--- src/rtl/aurora_rx_guard.sv ---
// aurora_rx_guard
// Registers the Aurora RX AXI-Stream on its way into the RX FIFO. Aurora has
// no backpressure, so a beat that arrives when the output register cannot take
// it, or while the link is down, is lost. This block records each lost beat and
// keeps the downstream framing intact. A frame that is cut short is closed with
// a synthetic terminator beat (tlast=1, terr=1), and the rest of that frame is
// discarded on the input side.
//
// Ports
//   clk, rst          clock; asynchronous active-high reset
//   channel_up        Aurora link status
//   i_rx_t*           Aurora RX stream (tdata/tkeep/tvalid/tlast, no tready)
//   o_rx_t*           registered stream to the RX FIFO; o_rx_terr marks a terminator
//   o_rx_tready       RX FIFO ready
//   loss_data         one-cycle pulse per dropped input beat
//   loss_frame        one-cycle pulse per frame declared corrupted
//   loss_cnt          saturating count of loss_frame pulses
module aurora_rx_guard #(
  parameter int DATA_W = 8,
  parameter int KEEP_W = DATA_W / 8,
  parameter int CNT_W  = 16
) (
  input  logic              clk,
  input  logic              rst,
  input  logic              channel_up,
  output logic              loss_data,
  output logic              loss_frame,
  output logic [CNT_W-1:0]  loss_cnt,
  input  logic [DATA_W-1:0] i_rx_tdata,
  input  logic [KEEP_W-1:0] i_rx_tkeep,
  input  logic              i_rx_tvalid,
  input  logic              i_rx_tlast,
  output logic [DATA_W-1:0] o_rx_tdata,
  output logic [KEEP_W-1:0] o_rx_tkeep,
  output logic              o_rx_tvalid,
  output logic              o_rx_tlast,
  output logic              o_rx_terr,
  input  logic              o_rx_tready
);

  typedef enum logic [1:0] {
    IDLE    = 2'd0,  // no downstream frame open
    PASS    = 2'd1,  // downstream frame open, beats flowing
    CLOSE   = 2'd2,  // waiting for room to emit the terminator
    DISCARD = 2'd3   // dropping the remainder of a broken input frame
  } state_t;

  state_t              r_state;
  state_t              w_state_nxt;
  logic                r_pending;
  logic                w_pending_nxt;
  logic                w_free;
  logic                w_load_in;
  logic                w_load_term;
  logic                w_lframe;
  logic                w_ldata;

  logic [DATA_W-1:0]   r_tdata;
  logic [KEEP_W-1:0]   r_tkeep;
  logic                r_tvalid;
  logic                r_tlast;
  logic                r_terr;
  logic                r_loss_data;
  logic                r_loss_frame;
  logic [CNT_W-1:0]    r_loss_cnt;

  function automatic logic [CNT_W-1:0] sat_inc(input logic [CNT_W-1:0] v);
    return (v == {CNT_W{1'b1}}) ? v : v + CNT_W'(1);
  endfunction

  assign w_free = !r_tvalid | o_rx_tready;

  // Next-state and load decisions
  always_comb begin
    w_state_nxt   = r_state;
    w_pending_nxt = r_pending;
    w_load_in     = 1'b0;
    w_load_term   = 1'b0;
    w_lframe      = 1'b0;
    unique case (r_state)
      IDLE: begin
        if (i_rx_tvalid) begin
          if (channel_up && w_free) begin
            w_load_in = 1'b1;
            if (!i_rx_tlast) w_state_nxt = PASS;
          end else begin
            // First beat of a frame lost: nothing downstream to close.
            w_lframe = 1'b1;
            if (!i_rx_tlast) w_state_nxt = DISCARD;
          end
        end
      end
      PASS: begin
        if (!channel_up) begin
          // Link loss ends the input frame too, so nothing left to discard.
          w_lframe      = 1'b1;
          w_pending_nxt = 1'b0;
          w_state_nxt   = CLOSE;
        end else if (i_rx_tvalid && !w_free) begin
          w_lframe      = 1'b1;
          w_pending_nxt = !i_rx_tlast;
          w_state_nxt   = CLOSE;
        end else if (i_rx_tvalid) begin
          w_load_in = 1'b1;
          if (i_rx_tlast) w_state_nxt = IDLE;
        end
      end
      CLOSE: begin
        // pending tracks whether the input side is still inside a frame
        // that must be discarded once the terminator has gone out.
        if (i_rx_tvalid) w_pending_nxt = !i_rx_tlast;
        if (!channel_up) w_pending_nxt = 1'b0;
        if (w_free) begin
          w_load_term = 1'b1;
          w_state_nxt = w_pending_nxt ? DISCARD : IDLE;
        end
      end
      DISCARD: begin
        if ((i_rx_tvalid && i_rx_tlast) || !channel_up) w_state_nxt = IDLE;
      end
      default: w_state_nxt = IDLE;
    endcase
    w_ldata = i_rx_tvalid & !w_load_in;
  end

  // Control state
  always_ff @(posedge clk or posedge rst) begin
    if (rst) begin
      r_state      <= IDLE;
      r_pending    <= 1'b0;
      r_loss_data  <= 1'b0;
      r_loss_frame <= 1'b0;
      r_loss_cnt   <= '0;
    end else begin
      r_state      <= w_state_nxt;
      r_pending    <= w_pending_nxt;
      r_loss_data  <= w_ldata;
      r_loss_frame <= w_lframe;
      if (w_lframe) r_loss_cnt <= sat_inc(r_loss_cnt);
    end
  end

  // Output register: loads an input beat or the terminator, holds while
  // stalled, and clears fully once unloaded with nothing new behind it.
  always_ff @(posedge clk or posedge rst) begin
    if (rst) begin
      r_tdata  <= '0;
      r_tkeep  <= '0;
      r_tvalid <= 1'b0;
      r_tlast  <= 1'b0;
      r_terr   <= 1'b0;
    end else if (w_load_in) begin
      r_tdata  <= i_rx_tdata;
      r_tkeep  <= i_rx_tkeep;
      r_tvalid <= 1'b1;
      r_tlast  <= i_rx_tlast;
      r_terr   <= 1'b0;
    end else if (w_load_term) begin
      r_tdata  <= '0;
      r_tkeep  <= KEEP_W'(1);
      r_tvalid <= 1'b1;
      r_tlast  <= 1'b1;
      r_terr   <= 1'b1;
    end else if (o_rx_tready) begin
      r_tdata  <= '0;
      r_tkeep  <= '0;
      r_tvalid <= 1'b0;
      r_tlast  <= 1'b0;
      r_terr   <= 1'b0;
    end
  end

  assign o_rx_tdata  = r_tdata;
  assign o_rx_tkeep  = r_tkeep;
  assign o_rx_tvalid = r_tvalid;
  assign o_rx_tlast  = r_tlast;
  assign o_rx_terr   = r_terr;
  assign loss_data   = r_loss_data;
  assign loss_frame  = r_loss_frame;
  assign loss_cnt    = r_loss_cnt;

endmodule

--- config.mk ---
export PLATFORM = sky130hd
export DESIGN_NAME = aurora_rx_guard
export DESIGN_NICKNAME = d
export VERILOG_FILES = /design/src/rtl/aurora_rx_guard.sv
export SDC_FILE = /design/constraint.sdc
export NUM_CORES = 1
export LEC_CHECK = 0
export ABC_AREA = 1
export CAP_MARGIN = 20
export CORE_MARGIN = 2
export CORE_UTILIZATION = 44
export DETAILED_ROUTE_END_ITERATION = 16
export HOLD_SLACK_MARGIN = 0.06
export PLACE_DENSITY_LB_ADDON = 0.15
export SLEW_MARGIN = 25
export SYNTH_ARGS = -nofsm -noshare
export SYNTH_HDL_FRONTEND = slang
export SYNTH_SLANG_ARGS = --single-unit
--- constraint.sdc ---
create_clock -name clk -period 1.4 [get_ports clk]
set_input_delay 0.28 -clock clk [delete_from_list [all_inputs] [get_ports clk]]
set_output_delay 0.28 -clock clk [all_outputs]
set_load 0.05 [all_outputs]
==> results_tabular.tex <==
\begin{tabular}{lr}
\hline
Metric & Value \\
\hline
\multicolumn{2}{l}{\textbf{GRT}} \\
Antenna violations before repair & 0 \\
Number of global-route vias before repair & 1892 \\
Global route total overflow & 0 \\
First-pass GRT wire length & 8050 um \\
Largest net degree at the start of global routing & 34 \\
GRT Util Overall & 23.9\% \\
\multicolumn{2}{l}{\textbf{Critical path}} \\
Origin of the critical flop-to-flop path & r\_state[1] \\
Arr. time, crit path & 1.58 ns \\
Crit start category & primary input \\
End of the worst register-to-register path & loss\_cnt[7] \\
Depth of the worst register-to-register path & 7 \\
Critical Path RT & 1.57 ns \\
Sort of element at the end of the critical path & flop \\
Critical path peak fanout & 9 \\
Critical path startpoint & o\_rx\_tready \\
Worst setup path endpoint & loss\_cnt[7] \\
Worst reg-to-reg setup slack & 0 ns \\
Worst setup path category & primary input to flop \\
\multicolumn{2}{l}{\textbf{Logic synthesis}} \\
Mean post-synth cell area & 7.34 um\^{}2 \\
Cell Area, Synth & 1760 um\^{}2 \\
Sequential area share after synthesis & 46.9\% \\
Proportion of netlist area held by the largest area contributor & 46.9\% \\
Fraction of synthesized cell area in xor and xnor cells & 2.98\% \\
Post-synthesis simple-gate area fraction & 33.6\% \\
Library cell occupying the most area in the post-synthesis netlist & dfrtp\_1 \\
Instance count of the mapped netlist & 240 \\
Synth Area in Adders & 0.710\% \\
Dominant combinational cell family by area after synthesis & simple AND/OR/NAND/NOR gates \\
Syn nets & 256 \\
Number of flip-flops and latches in the synthesized netlist & 33 \\
Post-synthesis cell type count & 23 \\
Fraction of synthesized area in multiplexers & 0\% \\
Post-synthesis compound-gate area fraction & 7.32\% \\
Yosys warnings & 0 \\
Synth top area cells & dfrtp\_1 (47\%), nand2\_1 (20\%), inv\_1 (6.4\%) \\
\multicolumn{2}{l}{\textbf{Clock network}} \\
Number of levels the H-tree was split into & 2 \\
CTS tree & built \\
TritonCTS Buffers & 5 \\
Clock latency at the later pin of the worst-skew pair & 0.28 ns \\
Total number of clock tree sinks & 33 \\
Clock input transition at the sequential cells of the worst setup and hold paths & 0.07 ns \\
Number of buffers on the longest clock path & 2 \\
Clock root cell & clkbuf\_8 \\
\multicolumn{2}{l}{\textbf{Power and ir drop}} \\
Static Leak & 1.47 nW \\
Internal power & 2.87 mW \\
Maximum resistive drop on vdd & 1.30 mV \\
Switching portion of total power & 41.1\% \\
Proportion of power drawn by flip-flops and latches & 28.8\% \\
Total net switching power & 2.00 mW \\
Final total power & 4.88 mW \\
Combinational fraction of design power & 55.0\% \\
Power Density & 1570 nW/um\^{}2 \\
Clock Power Share & 16.2\% \\
\multicolumn{2}{l}{\textbf{Floorplan}} \\
Core Rows & 22 \\
Chip Height & 67.3 um \\
Overall die width & 67.3 um \\
Initial standard-cell utilization of the core & 47.1\% \\
Die Outline Area & 4530 um\^{}2 \\
Number of I/O pins & 45 \\
Core Footprint & 3740 um\^{}2 \\
\multicolumn{2}{l}{\textbf{Route}} \\
First-iteration detailed-routing DRC count & 102 \\
Avg Vias per Cell & 4.97 \\
Routed via count & 1895 \\
Residual DRC count & 0 \\
Drt pass-1 iters & 4 \\
Routed length per placed instance & 13.5 um \\
Wire length reported by the detailed router & 5140 um \\
Antenna-violating nets left & 0 \\
\multicolumn{2}{l}{\textbf{STA}} \\
Normalized max-slew margin & 83.5\% \\
Number of hold violations in the final report & 0 \\
Layout Skew & 0.00434 ns \\
Slew at the pin with the worst max-slew slack & 0.245 ns \\
Slack of the critical path & -0.00756 ns \\
Slew Limit Fails & 0 \\
RSZ-0062 raised after global routing & true \\
Shortest period the worst path allows & 1.41 ns \\
Fmax & 0.710 GHz \\
Post-route setup TNS & -0.00840 ns \\
Endpoints failing setup & 3 \\
Portion of the clock cycle consumed by the worst path in the final layout & 101\% \\
\multicolumn{2}{l}{\textbf{Status}} \\
Outcome & finished, violations left \\
Violated checks & setup timing \\
\multicolumn{2}{l}{\textbf{Placed design}} \\
GPL Wtd Cong & 0.896 \\
Post-Place Cells & 366 \\
Post-detail-place hpwl & 3500 um \\
Number of buffers inserted by port buffering & 44 \\
\multicolumn{2}{l}{\textbf{Layout}} \\
Post-layout instance count excluding filler cells & 381 \\
Layout cells sized above 1 & 36.9\% \\
Area added between synthesis and finish & 76.6\% \\
Fin nets & 348 \\
Antenna fix cells & 0 \\
Layout filler cell count & 218 \\
\multicolumn{2}{l}{\textbf{Min path}} \\
Worst Hold Class & primary input to asynchronous set/reset pin \\
\multicolumn{2}{l}{\textbf{Job}} \\
Max-cap violations & 0 \\
\hline
\end{tabular}
Yosys cell counts:
master and count:
a21oi_1 3, a31oi_1 1, and2_1 1, buf_2 1, buf_6 2, clkbuf_1 1
dfrtp_1 33, ha_1 1, inv_1 30, inv_4 1, nand2_1 92, nand2_2 5
nand2_4 1, nand3_1 14, nand3b_1 1, nand4_1 3, nor2_1 21, nor2_2 1
nor3_4 1, o21ai_0 19, o21ai_1 1, o31ai_1 1, xnor2_1 6
layer usage:
layer,vias to the layer above,track usage [%],part of all wire (%)
li1,934,-,-
met5,-,0,0
met1,889,27.5,41
met4,0,12.0,1.8
met3,8,5.33,5.2
met2,64,41.8,52
worst max-delay path: stages:
cell and delay [ns]:
clkdlybuf4s50_1 0.39, inv_1 0.09, nand2_2 0.07, nand2_1 0.13
nand3_2 0.13, nand2_4 0.14, buf_12 0.12, nand2_4 0.09
nand2_1 0.08, nand2_1 0.06
worst min-delay path by stage:
stage	cells past startpoint	slack [ns]	end	from
after floorplan	2	0.40	o_rx_tdata[0]	i_rx_tdata[0]
after global placement	2	0.54	loss_cnt[7]	loss_cnt[7]
after detailed placement	2	0.54	loss_cnt[7]	loss_cnt[7]
after CTS	3	0.36	o_rx_tkeep	rst
after global routing	3	0.38	loss_frame	rst
final	3	0.34	o_rx_tdata[1]	rst
what timing repair did:
item                                    CTS  global route
pin swaps                                 0             4
endpoints found under the setup margin   12            30
cloned                                    0             2
setup buffers                             0             5
gates resized for setup                   2            19
endpoints found under the hold margin     0             0
hold buffers                              0             0
cell families (layout without fill, tap and decap cells):
group	after synthesis	count (layout)
and+or+nand+nor	140	142
buffers and inverters	35	126
DFF	33	33
adders and majority gates	1	1
AOI/OAI and AO/OA	25	25
xor gates and xnor gates	6	6
power by group through the flow:
stage / combinational (mW) / sequential [mW] / clock (mW)
after global placement: 2.37 / 1.40 / 0
final: 2.68 / 1.40 / 0.793
after floorplan: 0.684 / 1.93 / 0
after detailed placement: 2.41 / 1.41 / 0
after CTS: 2.45 / 1.40 / 0.807
after global routing: 2.85 / 1.42 / 0.850
area by class of cell:
cell class                 instances  area (um^2)  share of cell area [%]
clock inverter                     1         5.00                   0.161
inverter                          31          124                    3.98
multi-input combinational        174          891                    28.6
timing repair buffer              87         1090                    35.0
clock buffer                       7         96.3                    3.10
sequential                        33          847                    27.2
tap                               48         60.1                    1.93
cell usage in the layout, fill, tap and decap left out, drive strengths merged:
cell type	netlist	routed
clkbuf	1	7
dfrtp	33	33
ha	1	1
o31ai	1	1
a31oi	1	1
clkdlybuf4s50	0	14
xnor2	6	6
inv	31	31
nand4	3	3
and2	1	1
nor3	1	1
nand2	98	100
clkinv	0	1
nand3	14	14
nand3b	1	1
o21ai	20	20
nor2	22	22
a21oi	3	3
buf	3	73
per-stage QoR:
stage          setup slack [ns]  cell area (um^2)  hold WS [ns]  util, %
2_1_floorplan            -0.138              1810         0.401        -
3_3_place_gp             -0.292              2870         0.540     76.7
3_5_place_dp             -0.345              2870         0.543     76.7
4_1_cts                 0.00719              2990         0.359     79.7
5_1_grt                 -0.0668              3110         0.382     83.1
6_report               -0.00756              3110         0.344     83.1
sequential cells by signal (all words and copies together), names as in the netlist:
register	count
o_rx_tvalid	1
o_rx_tlast	1
loss_cnt	16
o_rx_tkeep	1
r_state	2
r_pending	1
o_rx_tdata	8
o_rx_terr	1
loss_frame	1
loss_data	1
Note: power is estimated with default switching activity, not from simulation.
==> patch (same settings) <==
Set the parameter `CNT_W` to 32 (it was 16).
--- a/src/rtl/aurora_rx_guard.sv
+++ b/src/rtl/aurora_rx_guard.sv
@@ -20,3 +20,3 @@
   parameter int KEEP_W = DATA_W / 8,
-  parameter int CNT_W  = 16
+  parameter int CNT_W  = 32
 ) (
Interface: changed (resized loss_cnt); port bits go from 45 to 61. No check against the original RTL was run, so the function may have changed too.
==> patch against the unedited design <==
Sequential cell count rose by 16; sequential share of layout area shrank 3.2 points; design area grew 69%; routed wire length grew 100%; critical endpoint is now loss_cnt[26]; clock skew rose by 0.0083 ns; worst setup slack worse by 0.14 ns; power grew 31%; non-clock buffer count up 77; count of clock-buffer cells in the layout is 1 lower; hold slack improved by 0.014 ns; the run still ends with setup timing left; synthesized area grew 66%.
==> patch: results (changes against the unedited design) <==
* Total sequential power at 1890 µW (was 1400 µW)
* Cell with the largest stage delay on the worst path: sky130_fd_sc_hd__dfrtp_2 (was sky130_fd_sc_hd__clkdlybuf4s50_1)
* Placed insts at 660 (was 366)
* Setup slack after layout at -0.150 ns (was -0.00756 ns)
* Post-synth top cells: sky130_fd_sc_hd__nand2_1 (233), sky130_fd_sc_hd__nor2_1 (58), sky130_fd_sc_hd__dfrtp_1 (49), sky130_fd_sc_hd__inv_1 (33), sky130_fd_sc_hd__nand3_1 (19) (was sky130_fd_sc_hd__nand2_1 (92), sky130_fd_sc_hd__dfrtp_1 (33), sky130_fd_sc_hd__inv_1 (30), sky130_fd_sc_hd__nor2_1 (21), sky130_fd_sc_hd__o21ai_0 (19))
* Share of the synthesized area in compound gates (AO/OA/AOI/OAI) at 0.0269 (was 0.0732)
* Worst slack at placement at -0.308 ns (was -0.345 ns)
* Endpoints failing setup at 42 (was 3)
* Data arrival time of the worst path at 1.76 ns (was 1.58 ns)
* Dominant cells by area after synthesis: sky130_fd_sc_hd__dfrtp_1 (42%), sky130_fd_sc_hd__nand2_1 (30%), sky130_fd_sc_hd__nor2_1 (7.4%) (was sky130_fd_sc_hd__dfrtp_1 (47%), sky130_fd_sc_hd__nand2_1 (20%), sky130_fd_sc_hd__inv_1 (6.4%))
* Status: finished with violations (unchanged)
* Violated checks: setup timing (unchanged)
* First-pass GRT wire length at 14900 µm (was 8050 µm)
* End point of the critical path: loss_cnt[26] (was loss_cnt[7])
* Maximum number of pins on one net before global-route repair at 50 (was 34)
* Mapped Avg Cell Area at 6.59 µm² (was 7.34 µm²)
* Detailed-placement wirelength estimate at 6890 µm (was 3500 µm)
* First DRT Iteration DRCs at 267 (was 102)
* Adder and majority gate portion of the synthesized area at 0.00428 (was 0.00710)
* Maximum single-stage delay on the critical path at 0.41 ns (was 0.39 ns)
* Via count normalized by instance count at 5.10 (was 4.97)
* Clk pwr share at 0.146 (was 0.162)
* VDD IR-drop max at 0.00143 V (was 0.00130 V)
* Final-layout setup total negative slack at -4.01 ns (was -0.00840 ns)
* Flip-flop count of the largest register, all copies and words added at 32 (was 16)
* Synthesized Nets at 460 (was 256)
* Unique cell type count in the Yosys netlist at 24 (was 23)
* Cells on worst reg2reg path at 10 (was 7)
* Static leakage at 0.00256 µW (was 0.00147 µW)
* Clock skew at 0.0127 ns (was 0.00434 ns)
* Ratio of cells with drive above 1 in the final layout at 0.425 (was 0.369)
* Post-cts gate resize count at 19 (was 2)
* First-pass iteration count of the detailed router at 5 (was 4)
* Global-route usage over all layers at 0.259 (was 0.239)
* Critical Path Source: loss_cnt[5] (was o_rx_tready)
* Source-to-sink clock delay at the later pin of the worst-skew pair at 0.32 ns (was 0.28 ns)
* Total power consumption of the routed design at 6400 µW (was 4880 µW)
* Least-Margin Pin Slew at 0.320 ns (was 0.245 ns)
* Switching power summed over all nets at 2670 µW (was 2000 µW)
* Instance area at placement at 4750 µm² (was 2870 µm²)
-- patch: worst min path at each step --
| stage | slack, ns | to | startpoint |
|---|---|---|---|
| floorplan | 0.31 | loss_cnt[30] | rst |
| global placement | 0.52 | o_rx_tdata[3] | o_rx_tdata[3] |
| detailed placement | 0.52 | o_rx_tdata[3] | o_rx_tdata[3] |
| CTS | 0.38 | o_rx_tdata[5] | rst |
| global route | 0.41 | o_rx_tdata[5] | rst |
| finish | 0.36 | o_rx_tdata[1] | rst |
-- patch: final cells by class --
cell class              instances  area [µm²]
well taps                      77        96.3
flip-flops and latches         49        1270
clock buffers                   6        82.6
fillers                       380        1120
inverters                      35         145
repair buffers                164        1940
clock inverters                 2        16.3
multi-input cells             353        1710
-- patch: metal layers --
metal,vias to the layer above,global-route usage,wire (µm)
met5,-,0,0
met4,0,0.0808,245
met3,33,0.0395,534
met2,147,0.440,5400
met1,1633,0.342,4280
li1,1684,-,-
